===== config.mk =====
export PLATFORM = sky130hd
export DESIGN_NAME = wb_port_scheduler
export DESIGN_NICKNAME = d
export VERILOG_FILES = /design/src/rtl/wb_pkg.sv /design/src/rtl/wb_fifo.sv /design/src/rtl/wb_port_scheduler.sv
export SDC_FILE = /design/constraint.sdc
export NUM_CORES = 1
export LEC_CHECK = 0
export CAP_MARGIN = 25
export CELL_PAD_IN_SITES_DETAIL_PLACEMENT = 0
export CELL_PAD_IN_SITES_GLOBAL_PLACEMENT = 2
export CORE_UTILIZATION = 32
export DETAILED_ROUTE_END_ITERATION = 10
export HOLD_SLACK_MARGIN = 0.12
export PLACE_DENSITY = 0.85
export SETUP_SLACK_MARGIN = 0.02
export SLEW_MARGIN = 20
export SYNTH_ARGS = -nofsm -noshare
export SYNTH_HDL_FRONTEND = slang
export SYNTH_SLANG_ARGS = --single-unit

===== constraint.sdc =====
create_clock -name clk -period 6.4 [get_ports clk]
set_input_delay 1.28 -clock clk [delete_from_list [all_inputs] [get_ports clk]]
set_output_delay 1.28 -clock clk [all_outputs]
set_load 0.05 [all_outputs]

===== src/rtl/wb_pkg.sv =====
// Shared constants and source-select encoding for the register-file write-back scheduler.
package wb_pkg;

  localparam int unsigned REG_ADDR_W = 5;
  localparam logic [REG_ADDR_W-1:0] XZR = 5'd31;
  localparam int unsigned DW_DEFAULT = 64;

  typedef enum logic [1:0] {
    SrcNone,
    SrcLoad,
    SrcFifo,
    SrcBypass
  } src_sel_e;

endpackage


===== src/rtl/wb_fifo.sv =====
// Small FIFO for deferred ALU results; pointers wrap modulo DEPTH, count spans 0..DEPTH.
module wb_fifo #(
  parameter int unsigned W     = 69,
  parameter int unsigned DEPTH = 2,
  localparam int unsigned AW   = $clog2(DEPTH),
  localparam int unsigned CW   = $clog2(DEPTH) + 1
) (
  input  logic          clk_i,
  input  logic          reset_i,
  input  logic          push_i,
  input  logic [W-1:0]  wdata_i,
  input  logic          pop_i,
  output logic [W-1:0]  rdata_o,
  output logic [CW-1:0] count_o
);

  logic [W-1:0]  mem_q [DEPTH];
  logic [AW-1:0] wr_ptr_q, rd_ptr_q;
  logic [CW-1:0] count_q;

  always_ff @(posedge clk_i) begin
    if (reset_i) begin
      wr_ptr_q <= '0;
      rd_ptr_q <= '0;
      count_q  <= '0;
    end else begin
      if (push_i) wr_ptr_q <= wr_ptr_q + AW'(1);
      if (pop_i)  rd_ptr_q <= rd_ptr_q + AW'(1);
      unique case ({push_i, pop_i})
        2'b10:   count_q <= count_q + CW'(1);
        2'b01:   count_q <= count_q - CW'(1);
        default: count_q <= count_q;
      endcase
    end
  end

  // Storage is not flushed; the count gates every read.
  always_ff @(posedge clk_i) begin
    if (push_i) mem_q[wr_ptr_q] <= wdata_i;
  end

  assign rdata_o = mem_q[rd_ptr_q];
  assign count_o = count_q;

endmodule


===== src/rtl/wb_port_scheduler.sv =====
// Arbitrates the single register-file write port between returning loads and ALU results.
module wb_port_scheduler
  import wb_pkg::*;
#(
  parameter int unsigned DW    = DW_DEFAULT,
  parameter int unsigned DEPTH = 2
) (
  input  logic                  clk,
  input  logic                  reset,
  input  logic                  AluValid,
  output logic                  AluReady,
  input  logic [REG_ADDR_W-1:0] AluRd,
  input  logic [DW-1:0]         ALUresult,
  input  logic                  LdValid,
  input  logic [REG_ADDR_W-1:0] LdRd,
  input  logic [DW-1:0]         ReadData,
  output logic                  RegWrite,
  output logic [REG_ADDR_W-1:0] WriteReg,
  output logic [DW-1:0]         WriteData,
  output logic                  MemtoReg,
  output logic [15:0]           ConflictCount
);

  localparam int unsigned CW = $clog2(DEPTH) + 1;
  localparam int unsigned EW = DW + REG_ADDR_W;

  logic [CW-1:0] count;
  logic [EW-1:0] head;
  logic          alu_keep, ld_win, empty, push, pop, conflict;
  src_sel_e      sel;

  always_comb begin
    AluReady = count < CW'(DEPTH);
    // XZR results are accepted but never occupy the buffer or the port.
    alu_keep = AluValid && AluReady && (AluRd != XZR);
    ld_win   = LdValid && (LdRd != XZR);
    empty    = count == '0;
    sel      = SrcNone;
    push     = 1'b0;
    pop      = 1'b0;
    if (ld_win) begin
      sel  = SrcLoad;
      push = alu_keep;
    end else if (!empty) begin
      sel  = SrcFifo;
      pop  = 1'b1;
      push = alu_keep;
    end else if (alu_keep) begin
      sel = SrcBypass;
    end
    conflict = ld_win && (!empty || alu_keep);
  end

  wb_fifo #(
    .W     (EW),
    .DEPTH (DEPTH)
  ) u_fifo (
    .clk_i   (clk),
    .reset_i (reset),
    .push_i  (push),
    .wdata_i ({AluRd, ALUresult}),
    .pop_i   (pop),
    .rdata_o (head),
    .count_o (count)
  );

  always_ff @(posedge clk) begin
    if (reset) begin
      RegWrite      <= 1'b0;
      WriteReg      <= '0;
      WriteData     <= '0;
      MemtoReg      <= 1'b0;
      ConflictCount <= '0;
    end else begin
      RegWrite <= sel != SrcNone;
      // Address/data/source hold their previous values when nobody wins.
      case (sel)
        SrcLoad: begin
          WriteReg  <= LdRd;
          WriteData <= ReadData;
          MemtoReg  <= 1'b1;
        end
        SrcFifo: begin
          WriteReg  <= head[EW-1:DW];
          WriteData <= head[DW-1:0];
          MemtoReg  <= 1'b0;
        end
        SrcBypass: begin
          WriteReg  <= AluRd;
          WriteData <= ALUresult;
          MemtoReg  <= 1'b0;
        end
        default: ;
      endcase
      if (conflict && (ConflictCount != 16'hFFFF)) ConflictCount <= ConflictCount + 16'd1;
    end
  end

endmodule


==> results.toml, run 1 <==
[setup_path]
cp-start-kind = "input port"
cp_max_fo = 46
critPathMaxStageDelay_ns = 0.71
worst_setup_path_end_kind = "flop"
path_delay_family = "buffers and inverters"
slowest_stage = "nor2_4"
arrival_ns = 3.84
path_buf_inv = 2
cp.required_ns = 6.58
critPathKind = "input port to flop"
path_cells = "clkdlybuf4s50_1, o21a_4, o211ai_2, nor2_4, buf_12"
r2r_slack_ns = 4.18
worstSetupStartpoint = "LdValid"
reg2reg_from = "u_fifo.count_o[0]"

[run]
max_cap_violations = 0

[sta]
fin_crit_sh = 0.572
finalSetupViolCount = 0
hold_viol_final = 0
tns_ns = 0
fmax_mhz = 273
rsz0062_at_grt = "no"
clock_skew_ns = 0.0118
fin_crit_ns = 3.66
worstMarginPinSlew_ns = 0.910
holdWs_ns = 0.451
slew_headroom = 0.394
slew_violations = 0

[status]
status = "completed"

[logic_synthesis]
synth_common_cells = "edfxtp_1 (138), dfxtp_1 (92), o21ai_0 (74)"
ys_seq_area_frac = 0.650
synthTopCellsByArea = "edfxtp_1 (45%), dfxtp_1 (20%), mux2i_1 (7.6%)"
synth_seq_cells = 230
yosysTopAreaCell = "edfxtp_1"
syn_inst = 744
netlist_area_um2 = 9200
synth_nets = 888
ys.flop_type = "edfxtp_1"
synth_edf_count = 138
synthArstFlopShare = 0
yosys_warnings = 0
avgSynthCellArea_um2 = 12.4
synth_most_common_cell = "edfxtp_1"
yosysTopAreaCellShare = 0.450
yosysUniqueCellTypes = 43

[clocking]
cts.sinks = 230
clock_latency_ns = 0.51
h-tree-depth = 1
postCtsSetupRepairBufs = 0
clk_path_buf_depth = 3
postCtsHoldBufs = 0
cts_resized = 0
cts_tree = "done"
cts.root.buffer_cell = "clkbuf_16"
numCtsBuffers = 25
path_clk_slew_ns = 0.06

[floorplanning]
die_w_um = 172
dieHeight_um = 172
start_util = 0.329
die_area_um2 = 29400
core_um2 = 28000
io_pins = 230
num_rows = 61

[power]
power_frac_seq = 0.411
p_clk_frac = 0.294
switching_share = 0.330
vdd_ir_drop_max_mv = 0.194
power_density_nw_per_um2 = 368
switching_power_uw = 1540
comb_power_share = 0.295
cellLeakagePower_uw = 0.00410
intPower_uw = 3130

[global_routing]
track_usage = 0.170
antenna_found_initial = 0
grt_pass1_vias = 6893
grt_pass1_wl_um = 38800
grt-ovfl-total = 0
grt_max_degree = 96

[detailed_routing]
antenna_left = 0
drt_iter0_drc = 517
wirelength_um = 24900
drcViolationCount = 0
wl_per_cell_um = 18.5
vias_per_cell = 5.07
first_pass_iters = 5
num_vias = 6854

[min_path]
min_path_type = "flop to flop"
holdCritStartpoint = "WriteReg[2]"

[finish]
area_growth_pct = 37.9
final_nets = 1099
post-route-util = 0.453
n_antenna_cell = 0
drive_above_1_share = 0.0637

[placement]
gp_congestion = 0.793
hpwl_um = 15600
numPortBuffers = 229
## flip-flops by register name (all words and copies together), names as in the netlist, named ones only
register	flops
RegWrite	1
WriteReg	5
u_fifo.count_o	2
ConflictCount	16
MemtoReg	1
WriteData	64
u_fifo.wr_ptr_q	1
u_fifo.rd_ptr_q	1
u_fifo.mem_q	138
## path summary, 6_finish.rpt
kind / to / cells after the start
setup / recovery: u_fifo.mem_q[1][62] / 5
hold / removal: WriteReg[2] / 1
setup reg to reg: WriteData[43] / 5
hold reg to reg: WriteReg[2] / 1
## final cells by class
class                           instances  area (um2)
Timing Repair Buffer                  242        2450
Tap cell                              378         473
Fill cell                            2618       15300
Multi-Input combinational cell        450        2970
Inverter                                6        22.5
Clock buffer                           40         732
Clock inverter                          5        50.0
Sequential cell                       230        5990
## cells by family (layout without fill, tap and decap cells)
| logic type | after synthesis | in the layout | synth area share |
|---|---|---|---|
| flops | 230 | 230 | 0.650 |
| mux | 72 | 72 | 0.0786 |
| compound gates | 236 | 236 | 0.155 |
| buf+inv | 64 | 293 | 0.0310 |
| fa+ha+maj | 2 | 2 | 0.00272 |
| xor+xnor | 10 | 10 | 0.00952 |
| simple gates | 130 | 130 | 0.0731 |
## metal layers
metal  GRT usage  wire length, um
met5           0                0
met4      0.0408              409
met3      0.0318             1500
met2       0.277            11600
met1       0.232            11400
## power by group through the flow
stage	combinational (uW)	clock, uW	sequential, uW
final	1380	1370	1920
after CTS	1400	1410	1920
after floorplan	574	0	2260
after global routing	1490	1470	1940
after global placement	1370	0	1940
after detailed placement	1390	0	1950
## stage by stage
stage	area, um2	worst slack (ns)	instances	total power (uW)
after floorplan	9200	0.972	744	2830
after global placement	11800	1.94	1303	3320
after detailed placement	11900	1.90	1304	3340
after CTS	12600	2.45	1349	4730
after global routing	12700	2.52	1351	4890
final	12700	2.74	1351	4670
## cells in the final DEF, fill, tap and decap left out, types with 3 or more instances in the layout
cell,count
clkdlybuf4s50_1,228
nor2b_1,5
o21ai_0,74
xor2_1,6
a21oi_1,73
dfxtp_1,91
nor2_4,3
a22oi_1,64
nand2_1,9
nor2_1,20
mux2i_1,70
inv_1,6
clkbuf_8,5
nand3_1,8
nand4_1,4
and4_1,3
clkinv_2,4
or3_1,7
o31ai_1,3
edfxtp_1,138
buf_4,8
clkbuf_16,25
clkbuf_1,10
nor3_1,64
xnor2_1,4
a31oi_1,7
Power figures use the tool's default switching activity.
==> run 2: changes to the inputs <==
Settings changed: CORE_UTILIZATION 32 to 29, PLACE_DENSITY 0.85 to 0.81.
Clock period 6.4 ns to 3 ns, I/O delays scaled along.
==> results.toml, run 2 (synthesis gave the netlist of run 1 again) <==
[status]
status = "completed"

[power]
intPower_uw = 6940
power_frac_seq = 0.402
cellLeakagePower_uw = 0.00416
comb_power_share = 0.281
p_clk_frac = 0.318
switching_power_uw = 3390
switching_share = 0.328
vdd_ir_drop_max_mv = 0.356
power_density_nw_per_um2 = 803

[finish]
area_growth_pct = 39.7
reg_top3 = "u_fifo.mem_q (138), WriteData (64), ConflictCount (16)"
top_register = "u_fifo.mem_q"
final_common_cell = "clkdlybuf4s50_1"
final_cell_count_no_fill = 1374
layout_common_cells = "clkdlybuf4s50_1 (228), edfxtp_1 (138), dfxtp_1 (91)"
final_nets = 1102
drive_above_1_share = 0.0747
largest_reg_flops = 138

[min_path]
holdCritStartpoint = "WriteReg[1]"
min_path_cells = 2
hold_end = "WriteReg[1]"
min_path_type = "flop to flop"

[placement]
numPortBuffers = 229
placed_cells = 1327
hpwl_um = 16100
gp_congestion = 0.770

[global_routing]
antenna_found_initial = 2
grt_pass1_vias = 6941
grt-ovfl-total = 0
track_usage = 0.157
grt_max_degree = 95
grt_pass1_wl_um = 40500

[setup_path]
cp.required_ns = 2.40
r2r_slack_ns = 1.04
reg2reg_to = "WriteReg[2]"
worst_setup_path_end_kind = "primary output"
critPathMaxStageDelay_ns = 0.89
cp_max_fo = 8
slowest_stage = "clkdlybuf4s50_1"
cp-start-kind = "flop"
arrival_ns = 1.92
cp_num_cells = 1
r2r.worst_path.cells = 6
reg2reg_from = "u_fifo.count_o[0]"
path_delay_family = "buffers and inverters"
path_buf_inv = 1
critPathKind = "flop to primary output"
path_cells = "clkdlybuf4s50_1"

[floorplanning]
start_util = 0.298
die_w_um = 180
core_um2 = 30900
dieHeight_um = 180
num_rows = 64
io_pins = 230
die_area_um2 = 32500

[sta]
slew_violations = 0
fmax_mhz = 397
slew_headroom = 0.371
rsz0062_at_grt = "no"
finalSetupViolCount = 0
hold_viol_final = 0
fin_crit_sh = 0.841
worstMarginPinSlew_ns = 0.944
holdWs_ns = 0.454
fin_crit_ns = 2.52
clock_skew_ns = 0.00766

[clocking]
postCtsHoldBufs = 0
cts.sinks = 230
cts.root.buffer_cell = "clkbuf_16"
clock_latency_ns = 0.52
clk_path_buf_depth = 3
cts_resized = 0
postCtsSetupRepairBufs = 0
numCtsBuffers = 25
h-tree-depth = 1
cts_tree = "done"
path_clk_slew_ns = 0.06

[detailed_routing]
first_pass_iters = 5
wirelength_um = 25800
vias_per_cell = 4.95
num_vias = 6806
wl_per_cell_um = 18.8
drt_iter0_drc = 359
drcViolationCount = 0
antenna_left = 0

[run]
max_cap_violations = 0
[run 2: cell types whose count changed in the layout (fill, tap and decap cells not counted), sizes merged]
| cell | before | now |
|---|---|---|
| clkinv | 4 | 8 |
| inv | 6 | 7 |
| clkinvlp | 0 | 3 |
| clkbuf | 40 | 29 |
| bufinv | 1 | 5 |
| buf | 14 | 17 |
| diode | 0 | 1 |
[run 2: through the flow]
| step | cell area (um2) | util | total power (uW) | setup WS [ns] | setup TNS [ns] |
|---|---|---|---|---|---|
| final | 12900 | 0.416 | 10300 | 0.478 | 0 |
| after CTS | 12900 | 0.416 | 10500 | 0.449 | 0 |
| after global routing | 12900 | 0.416 | 10800 | 0.376 | 0 |
| after floorplan | 9210 | - | 6040 | -0.599 | -82.62 |
| after global placement | 12000 | 0.387 | 7130 | 0.285 | 0 |
| after detailed placement | 12000 | 0.387 | 7150 | 0.262 | 0 |
[run 2: routing by layer]
metal,track usage,vias to the layer above,share of wire
met5,0,-,0.00050
met4,0.0291,2,0.011
met3,0.0376,24,0.064
met2,0.252,191,0.45
met1,0.217,3303,0.47
li1,-,3286,-
[run 2: power by group through the flow]
stage	Sequential [uW]	Clock [uW]	Combinational, uW
global route	4200	3530	3110
CTS	4160	3370	2950
floorplan	4810	0	1230
detailed placement	4210	0	2930
global placement	4210	0	2920
finish	4150	3280	2900
[run 2: how the worst max path moves through the flow]
stage	start	endpoint
6_report	ConflictCount[15]	ConflictCount[15]
5_1_grt	ConflictCount[15]	ConflictCount[15]
4_1_cts	ConflictCount[15]	ConflictCount[15]
3_5_place_dp	LdRd[0]	u_fifo.count_o[1]
3_3_place_gp	LdRd[0]	u_fifo.count_o[1]
2_1_floorplan	LdRd[1]	u_fifo.mem_q[1][0]
[run 2: tightest hold or removal path: cells and delay by family, from the launching register on]
kind / cells / cell delay (ns)
AND/OR/NAND/NOR: 1 / 0.05
AO/OA/AOI/OAI: 1 / 0.05
flip-flops: 1 / 0.32
[run 2: final cells by class]
type	count	area (um2)
Fill cell	2886	18100
Sequential cell	230	5990
Multi-Input combinational cell	450	2970
Timing Repair Buffer	245	2490
Clock buffer	29	661
Tap cell	396	495
Clock inverter	17	224
Inverter	6	22.5
Antenna cell	1	2.50
==> run 3: changes to the inputs <==
Clock period 3 ns to 2.15 ns, I/O delays scaled along.
==> results.toml, run 3 (synthesis gave the netlist of run 1 again) <==
[setup_path]
path_cells = "clkdlybuf4s50_1"
critPathMaxStageDelay_ns = 0.82
path_buf_inv = 1
worst_setup_path_end_kind = "primary output"
cp-start-kind = "flop"
r2r_slack_ns = 0.36
critPathKind = "flop to primary output"
cp_max_fo = 2
r2r.worst_path.cells = 5
slowest_stage = "clkdlybuf4s50_1"
arrival_ns = 1.66
cp_num_cells = 1
path_delay_family = "buffers and inverters"
cp.required_ns = 1.72
reg2reg_from = "ConflictCount[5]"
reg2reg_to = "ConflictCount[5]"

[min_path]
min_path_cells = 1
min_path_type = "flop to flop"
holdCritStartpoint = "WriteReg[2]"
hold_end = "WriteReg[2]"

[finish]
final_common_cell = "clkdlybuf4s50_1"
final_nets = 1138
largest_reg_flops = 138
fin_area_um2 = 13200
nFillCells = 2892
top_register = "u_fifo.mem_q"
drive_above_1_share = 0.105
layout_common_cells = "clkdlybuf4s50_1 (149), edfxtp_1 (138), dfxtp_1 (91)"
reg_top3 = "u_fifo.mem_q (138), WriteData (64), ConflictCount (16)"
area_growth_pct = 43.9
multiInputGateArea_um2 = 2990
seq_area_um2 = 5990
n_antenna_cell = 0

[clocking]
clk_path_buf_depth = 3
h-tree-depth = 1
postCtsHoldBufs = 0
postCtsSetupRepairBufs = 0
cts.root.buffer_cell = "clkbuf_16"
numCtsBuffers = 26
clock_latency_ns = 0.53
path_clk_slew_ns = 0.06
cts_tree = "done"
cts.sinks = 230
cts_resized = 35

[power]
switching_share = 0.332
intPower_uw = 9530
power_density_nw_per_um2 = 1080
comb_power_share = 0.300
p_clk_frac = 0.300
power_frac_seq = 0.401
cellLeakagePower_uw = 0.00512
vdd_ir_drop_max_mv = 0.534
switching_power_uw = 4730

[sta]
fmax_mhz = 478
slew_headroom = 0.620
fin_crit_ns = 2.09
hold_viol_final = 0
finalSetupViolCount = 0
layout_setup_ws_ns = 0.0579
slew_violations = 0
worstMarginPinSlew_ns = 0.572
fin_crit_sh = 0.973
clock_skew_ns = 0.0136
rsz0062_at_grt = "no"

[global_routing]
grt-ovfl-total = 0
grt_pass1_wl_um = 40200
grt_pass1_vias = 7236
track_usage = 0.154
grt_max_degree = 72
antenna_found_initial = 1

[placement]
hpwl_um = 17200
numPortBuffers = 229
gp_congestion = 0.796
dpl_worst_slack_ns = -0.266
placed_area_um2 = 12400

[floorplanning]
start_util = 0.298
io_pins = 230
die_area_um2 = 32500
num_rows = 64
dieHeight_um = 180
die_w_um = 180
core_um2 = 30900

[run]
max_cap_violations = 0

[detailed_routing]
first_pass_iters = 4
wl_per_cell_um = 18.2
drt_iter0_drc = 345
drcViolationCount = 0
vias_per_cell = 4.93
antenna_left = 0
num_vias = 6957
wirelength_um = 25600

[status]
status = "completed"
run 3: cell count changes in the layout (fill, tap and decap cells not counted), moves of 4 or more:
cell / before / now
dlygate4sd2_1: 0 / 35
clkbuf_1: 2 / 9
clkdlybuf4s50_1: 228 / 149
bufinv_16: 5 / 0
buf_4: 9 / 38
clkbuf_16: 25 / 29
dlymetal6s2s_1: 0 / 42
buf_12: 7 / 15
run 3: final cells by class:
| cell class | count | share of cell area |
|---|---|---|
| Clock buffer | 40 | 0.0594 |
| Clock inverter | 8 | 0.00331 |
| Inverter | 6 | 0.00170 |
| Multi-Input combinational cell | 450 | 0.226 |
| Sequential cell | 230 | 0.452 |
| Tap cell | 396 | 0.0374 |
| Timing Repair Buffer | 280 | 0.220 |
run 3: worst max-delay path by stage:
stage	startpoint	endpoint	slack, ns
5_1_grt	WriteData[24]	WriteData[24]	0.02
3_5_place_dp	LdRd[0]	WriteData[55]	-0.27
4_1_cts	WriteData[29]	WriteData[29]	0.02
6_report	WriteData[24]	WriteData[24]	0.06
3_3_place_gp	AluRd[2]	u_fifo.mem_q[0][27]	-0.21
2_1_floorplan	LdRd[0]	u_fifo.mem_q[0][0]	-0.38
run 3: routing by layer:
layer / part of all wire / vias up / track usage
li1: - / 3358 / -
met1: 0.45 / 3350 / 0.207
met5: 0.00051 / - / 0
met3: 0.060 / 35 / 0.0287
met4: 0.016 / 2 / 0.0356
met2: 0.47 / 212 / 0.259
run 3: metrics by stage:
stage	power (uW)	TNS, ns	utilization	hold WS (ns)	std cells
2_1_floorplan	8430	-50.43	-	0.481	744
3_3_place_gp	10200	-38.07	0.400	0.434	1362
3_5_place_dp	10200	-47.78	0.400	0.444	1362
4_1_cts	14500	0	0.425	0.453	1410
5_1_grt	14900	0	0.428	0.489	1410
6_report	14300	0	0.428	0.447	1410
run 3: power by group through the flow:
stage	sequential [uW]	clock, uW	combinational (uW)
final	5720	4270	4270
after global routing	5780	4560	4580
after CTS	5730	4390	4360
after detailed placement	5820	0	4400
after global placement	5810	0	4370
after floorplan	6700	0	1730
